**config.mk**
```make
export PLATFORM = sky130hd
export DESIGN_NAME = regfile_wb_arbiter
export DESIGN_NICKNAME = d
export VERILOG_FILES = /design/src/rtl/regfile_wb_arbiter.sv
export SDC_FILE = /design/constraint.sdc
export NUM_CORES = 1
export LEC_CHECK = 0
export CORE_MARGIN = 4
export CORE_UTILIZATION = 30
export DETAILED_ROUTE_END_ITERATION = 6
export MAX_ROUTING_LAYER = met4
export RECOVER_POWER = 100
export SYNTH_ARGS = -nofsm -noshare
export SYNTH_HDL_FRONTEND = slang
export SYNTH_SLANG_ARGS = --single-unit
```
**constraint.sdc**
```tcl
create_clock -name clk -period 2.94 [get_ports clk]
set_clock_uncertainty 0.05 [all_clocks]
set_input_delay 0.588 -clock clk [delete_from_list [all_inputs] [get_ports clk]]
set_output_delay 0.588 -clock clk [all_outputs]
set_load 0.01 [all_outputs]
```
**src/rtl/regfile_wb_arbiter.sv**
```systemverilog
// Write-back controller: round-robin arbitration of ALU and load results onto the
// register file's single write port, plus a per-register pending-write scoreboard.
module regfile_wb_arbiter #(
    parameter int XLEN = 32,
    parameter int AW   = 5
) (
    input  logic                 clk,
    input  logic                 reset,
    input  logic                 alu_valid,
    output logic                 alu_ready,
    input  logic [AW-1:0]        alu_rd,
    input  logic [XLEN-1:0]      alu_data,
    input  logic                 mem_valid,
    output logic                 mem_ready,
    input  logic [AW-1:0]        mem_rd,
    input  logic [XLEN-1:0]      mem_data,
    input  logic                 issue_valid,
    input  logic [AW-1:0]        issue_rd,
    output logic                 we3,
    output logic [AW-1:0]        a3,
    output logic [XLEN-1:0]      wd3,
    output logic [(1<<AW)-1:0]   busy
);

    localparam int NREG = 1 << AW;
    localparam logic SRC_ALU = 1'b0;
    localparam logic SRC_MEM = 1'b1;

    logic              pri_q, pri_d;
    logic              we3_q, we3_d;
    logic [AW-1:0]     a3_q, a3_d;
    logic [XLEN-1:0]   wd3_q, wd3_d;
    logic [NREG-1:0]   busy_q, busy_d;

    logic              alu_gnt, mem_gnt, xfer;
    logic [AW-1:0]     sel_rd;
    logic [XLEN-1:0]   sel_data;

    // Grants are suppressed during reset so no handshake can complete on a reset edge.
    always_comb begin
        alu_gnt = !reset && alu_valid && (!mem_valid || (pri_q == SRC_ALU));
        mem_gnt = !reset && mem_valid && (!alu_valid || (pri_q == SRC_MEM));
        xfer    = alu_gnt || mem_gnt;
    end

    always_comb begin
        sel_rd   = alu_gnt ? alu_rd   : mem_rd;
        sel_data = alu_gnt ? alu_data : mem_data;
    end

    always_comb begin
        pri_d = pri_q;
        if (xfer) begin
            pri_d = alu_gnt ? SRC_MEM : SRC_ALU;
        end
    end

    // A transfer to x0 completes the handshake but never reaches the write port.
    always_comb begin
        we3_d = xfer && (sel_rd != '0);
        a3_d  = a3_q;
        wd3_d = wd3_q;
        if (we3_d) begin
            a3_d  = sel_rd;
            wd3_d = sel_data;
        end
    end

    // Clear tracks the registered write port; the set is applied last so it wins.
    always_comb begin
        busy_d = busy_q;
        if (we3_q) begin
            busy_d[a3_q] = 1'b0;
        end
        if (issue_valid && (issue_rd != '0)) begin
            busy_d[issue_rd] = 1'b1;
        end
        busy_d[0] = 1'b0;
    end

    always_ff @(posedge clk) begin
        if (reset) begin
            pri_q  <= SRC_ALU;
            we3_q  <= 1'b0;
            a3_q   <= '0;
            wd3_q  <= '0;
            busy_q <= '0;
        end else begin
            pri_q  <= pri_d;
            we3_q  <= we3_d;
            a3_q   <= a3_d;
            wd3_q  <= wd3_d;
            busy_q <= busy_d;
        end
    end

    assign alu_ready = alu_gnt;
    assign mem_ready = mem_gnt;
    assign we3       = we3_q;
    assign a3        = a3_q;
    assign wd3       = wd3_q;
    assign busy      = busy_q;

endmodule

```
==> Word level (Yosys, flattened, before mapping) <==
Cells that the tools add are included.
{ "totals": {"out_inout_bits": 72, "regBits": 71, "inputBits": 84, "wordCells": 39} }
{ "classes": {"mux": 9, "reduce_logical": 16, "magnitude_cmp": 4, "bitwise_logic": 4} }
{ "op_table": {"columns": ["op", "n"], "rows": [
  ["2-to-1 mux 32 bit", 3],
  ["bitwise AND 32 bit", 1],
  ["inverter 32 bit", 1],
  ["bitwise OR 32 bit", 1],
  ["less-than comparator 5 x 6 -> 1 bit, second input constant", 2],
  ["demux 1 bit (select 5 bit)", 2],
  [">= comparator 5 x 1 -> 1 bit, second input constant", 2],
  ["nonzero test 5 bit", 2],
  ["logical AND 1 bit", 8],
  ["2-to-1 mux 5 bit", 1],
  ["logical NOT 1 bit", 3],
  ["logical OR 1 bit", 3],
  ["2-to-1 mux 1 bit", 3],
  ["inverter 1 bit", 1]
]} }

==> Depth between registers and ports, before layout <==
{ "logic_depth": {"word_depth": 9, "mapped_depth": 7, "mapped_depth_nobuf": 5} }

==> Least setup slack after synthesis <==
No wires, ideal clock.
{ "synth_timing": {"path_type": "input to register", "startpoint": "in reset", "endpoint": "reg wd3_q[7], in the netlist wd3[7]", "t_required_ns": 2.769, "path_stages": 6, "t_arrival_ns": 1.844, "path_buffers": 2, "setup_ns": 0.121, "slack_ns": 0.926, "cell_sequence": "buf_6 a21oi_4 buf_6 a211oi_4 a311oi_4 mux2_2"} }
{ "synth_via": {"elab_chain_len": 6, "word_cells_on_any_way": 10, "classes_between": "mux (2); reduce/logical (8)"} }
{ "synth_lines": {"columns": ["element", "line", "source"], "rows": [
  ["start: declaration", "8", "input logic reset,"],
  ["logical NOT 1 bit", "41, 42", null],
  ["logical AND 1 bit (2 in series)", "41", "alu_gnt = !reset && alu_valid && (!mem_valid || (pri_q == SRC_ALU));"],
  ["2-to-1 mux 5 bit", "47", "sel_rd = alu_gnt ? alu_rd : mem_rd;"],
  ["nonzero test 5 bit", "60", "we3_d = xfer && (sel_rd != '0);"],
  ["logical AND 1 bit", "60", null],
  ["end signal: assignment", "92", "wd3_q <= wd3_d;"],
  ["end: declaration", "32", "logic [XLEN-1:0] wd3_q, wd3_d;"]
]} }
Several ways; a longest one is shown, not always the timed one.
A chain may end at the register's enable or synchronous reset.

==> Worst setup path after layout <==
{ "layout_timing": {"startpoint": "in mem_valid", "endpoint": "out mem_ready"} }
{ "layout_via": {"elab_chain_len": 2} }
{ "layout_lines": {"columns": ["element", "line", "source"], "rows": [
  ["start: declaration", "13", "input logic mem_valid,"],
  ["logical AND 1 bit (2 in series)", "42", "mem_gnt = !reset && mem_valid && (!alu_valid || (pri_q == SRC_MEM));"],
  ["end: declaration", "14", "output logic mem_ready,"]
]} }
Every way passes these cells.

==> flow_metrics.env <==
export IMPL_synthFlopType="dfxtp_1"
export IMPL_crit_top_cell="clkdlybuf4s50_1"
export IMPL_cts_tree="built"
export IMPL_gp_congestion=0.866
export IMPL_insertion_delay_ps=340
export IMPL_timing_rr_start="pri_q$_SDFFE_PP0P_"
export IMPL_status="finished clean"
export IMPL_cts_buffers=9
export IMPL_die_w_um=112
export IMPL_use_met2_pct=29.0
export IMPL_arrival_ps=2160
export IMPL_finalSetupViolations=0
export IMPL_nets=603
export IMPL_grt_pass1_wl_mm=16.1
export IMPL_wl_per_cell_um=16.0
export IMPL_startpoint_type="input port"
export IMPL_drtIter0Drc=146
export IMPL_start_util_pct=31.2
export IMPL_post_route_min_period_ps=2790
export IMPL_path_class="in -> out"
export IMPL_io_buffers=154
export IMPL_max_stage_delay_ps=600
export IMPL_tightest_slew_ps=1060
export IMPL_ir_drop_mv=0.242
export IMPL_critPathMaxFanout=4
export IMPL_hold_viol=0
export IMPL_via_count=3260
export IMPL_rsz0062_at_grt="no"
export IMPL_grt_overflow=0
export IMPL_cts_setup_buffers=0
export IMPL_critPathCaptureType="output port"
export IMPL_power_density_nw_per_um2=454
export IMPL_critical_path_depth=6
export IMPL_ys_ff_latch=70
export IMPL_grt_pass1_vias=3160
export IMPL_synth_nets=447
export IMPL_required_ps=2300
export IMPL_finalSetupTns_ps=0
export IMPL_synth_cell_type_count=36
export IMPL_cts_max_level=3
export IMPL_synth_area_um2=3260
export IMPL_cellLeakagePower_nw=2.18
export IMPL_period_share_pct=95.0
export IMPL_viasPerCell=4.94
export IMPL_path_clk_slew_ps=80
export IMPL_maxCapViolCount=0
export IMPL_synth_edf_count=0
export IMPL_ant_nets=0
export IMPL_timing_rr_end="wd3[1]$_SDFFE_PP0P_"
export IMPL_ff2ff_setup_slack_ps=750
export IMPL_hold_class="reg -> reg"
export IMPL_avgSynthCellArea_um2=8.99
export IMPL_cts_root_buffer="clkbuf_8"
export IMPL_cp_num_buf_inv=3
export IMPL_path_cells="clkdlybuf4s50_1 > a21oi_4 > nand2_1 > inv_2 > nor2_1 > clkdlybuf4s50_1"
export IMPL_relSlewSlack_pct=29.2
export IMPL_async_reset_ff_share_pct=0
export IMPL_drc=0
export IMPL_fin_hold_ws_ps=405
export IMPL_clock_sinks=70
export IMPL_crit_end="mem_ready"
export IMPL_wl_mm=10.6
export IMPL_area_growth_pct=56.0
export IMPL_dr_pass1_iters=5
export IMPL_antennaDiodeCount=0
export IMPL_clock_fmax_mhz=358
export IMPL_r2r_cells=6
export IMPL_hold_buffers=0
export IMPL_io_pins=156
export IMPL_met3_usage_pct=2.59
export IMPL_grt_start_max_net_pins=37
export IMPL_drive_above_1_share_pct=6.30
export IMPL_grt_total_usage_pct=16.3
export IMPL_grtUsageMet1_pct=18.6
export IMPL_hpwl_mm=8.11
export IMPL_cts_buffer_depth=2
export IMPL_cts_resized=0
export IMPL_netlist_instances=363
export IMPL_path_delay_family="buffers and inverters"
export IMPL_dieHeight_um=112
export IMPL_dieArea_um2=12600
export IMPL_core_area_um2=10500
export IMPL_crit_slowest_cell="clkdlybuf4s50_1"
export IMPL_num_rows=37
export IMPL_crit_start="mem_valid"
export IMPL_grt_busiest_layer="met2"
export IMPL_yosysWarnings=0
export IMPL_yosysSeqAreaShare_pct=43.0
export IMPL_timing_final_max_slew_violations=0
export IMPL_antenna_found_initial=0
-- cells in the final DEF, fill, tap and decap left out, types with 2 or more instances in the layout --
master | synthesis | routed
or3_1 | 2 | 2
dfxtp_1 | 70 | 70
and3b_1 | 2 | 2
and3_1 | 3 | 3
a21oi_1 | 33 | 33
nand3_1 | 13 | 13
a2111oi_0 | 2 | 2
o211ai_1 | 4 | 4
a21o_1 | 5 | 5
clkbuf_2 | 0 | 2
nor3_1 | 4 | 4
o2111ai_1 | 4 | 4
inv_1 | 6 | 6
clkbuf_8 | 0 | 9
clkinvlp_4 | 0 | 2
nor3b_1 | 4 | 4
inv_2 | 2 | 2
clkdlybuf4s50_1 | 0 | 82
nand3b_1 | 2 | 2
inv_6 | 0 | 2
o21ai_0 | 37 | 37
clkinv_2 | 0 | 2
nor2_1 | 7 | 7
buf_4 | 1 | 7
dlygate4sd3_1 | 1 | 72
mux2i_1 | 63 | 63
nand2_1 | 71 | 72
-- worst min-delay path, stage by stage (launching register included) --
cell,delay [ps]
dfxtp_1,310
nand2_1,50
mux2i_1,50
-- flip-flops by register name, indices dropped and copies added (netlist names) --
name / cells
wd3: 32
busy: 31
a3: 5
pri_q: 1
we3: 1
-- cell usage after synthesis (5+ instances only) --
cell type / count / area share [%]
buf_6: 6 / 2.1
nor2_1: 7 / 0.81
inv_1: 6 / 0.69
clkbuf_1: 8 / 0.92
mux2i_1: 63 / 19
o21ai_0: 37 / 5.7
nand3_1: 13 / 2.0
nand2_1: 71 / 8.2
a21o_1: 5 / 1.2
dfxtp_1: 70 / 43
a21oi_1: 33 / 5.1
-- metrics by stage --
step | worst slack, ps | total power [mW] | std cells | util [%] | instance area, µm²
5_1_grt | 62.2 | 2.42 | 660 | 48.6 | 5090
3_5_place_dp | 180 | 1.58 | 644 | 47.0 | 4920
2_1_floorplan | 926 | 1.28 | 363 | - | 3260
4_1_cts | 159 | 2.37 | 660 | 48.9 | 5120
3_3_place_gp | 211 | 1.57 | 644 | 47.0 | 4920
6_report | 147 | 2.31 | 660 | 48.6 | 5090
-- final cells by class --
type | instances | area (µm²)
fillers | 1056 | 5370
clock buffers | 9 | 124
flip-flops and latches | 70 | 1400
well taps | 136 | 170
clock inverters | 7 | 72.6
repair buffers | 163 | 1600
multi-input cells | 267 | 1690
inverters | 8 | 30.0
-- routing by layer --
metal / up-vias / routed length [µm] / share of wire [%]
met5: - / 0 / 0
met4: 0 / 108 / 1.0
met3: 9 / 503 / 4.8
met2: 97 / 5750 / 54
met1: 1540 / 4200 / 40
li1: 1614 / - / -
-- power breakdown --
part / internal (mW) / switching [mW]
registers: 1.01 / 0.0366
clock network: 0.395 / 0.392
logic: 0.262 / 0.217
-- worst min path at each step --
stage / startpoint / end / slack, ps / cells past startpoint
floorplan: wd3[0]$_SDFFE_PP0P_ / wd3[0]$_SDFFE_PP0P_ / 430 / 2
global placement: wd3[0]$_SDFFE_PP0P_ / wd3[0]$_SDFFE_PP0P_ / 390 / 2
detailed placement: wd3[8]$_SDFFE_PP0P_ / wd3[8]$_SDFFE_PP0P_ / 400 / 2
CTS: wd3[8]$_SDFFE_PP0P_ / wd3[8]$_SDFFE_PP0P_ / 410 / 2
global route: wd3[8]$_SDFFE_PP0P_ / wd3[8]$_SDFFE_PP0P_ / 420 / 2
finish: wd3[8]$_SDFFE_PP0P_ / wd3[8]$_SDFFE_PP0P_ / 410 / 2
-- cell families (layout without fill, tap and decap cells) --
| family | count (synthesis) | count (layout) | synth area share, % |
|---|---|---|---|
| multiplexers | 64 | 64 | 19.7 |
| AO/OA/AOI/OAI | 90 | 90 | 16.9 |
| flip-flops | 70 | 70 | 43.0 |
| buffers and inverters | 26 | 187 | 4.99 |
| AND/OR/NAND/NOR | 112 | 112 | 15.4 |
| other | 1 | 1 | 0.115 |
No activity file was read; power rests on OpenSTA's default activity.
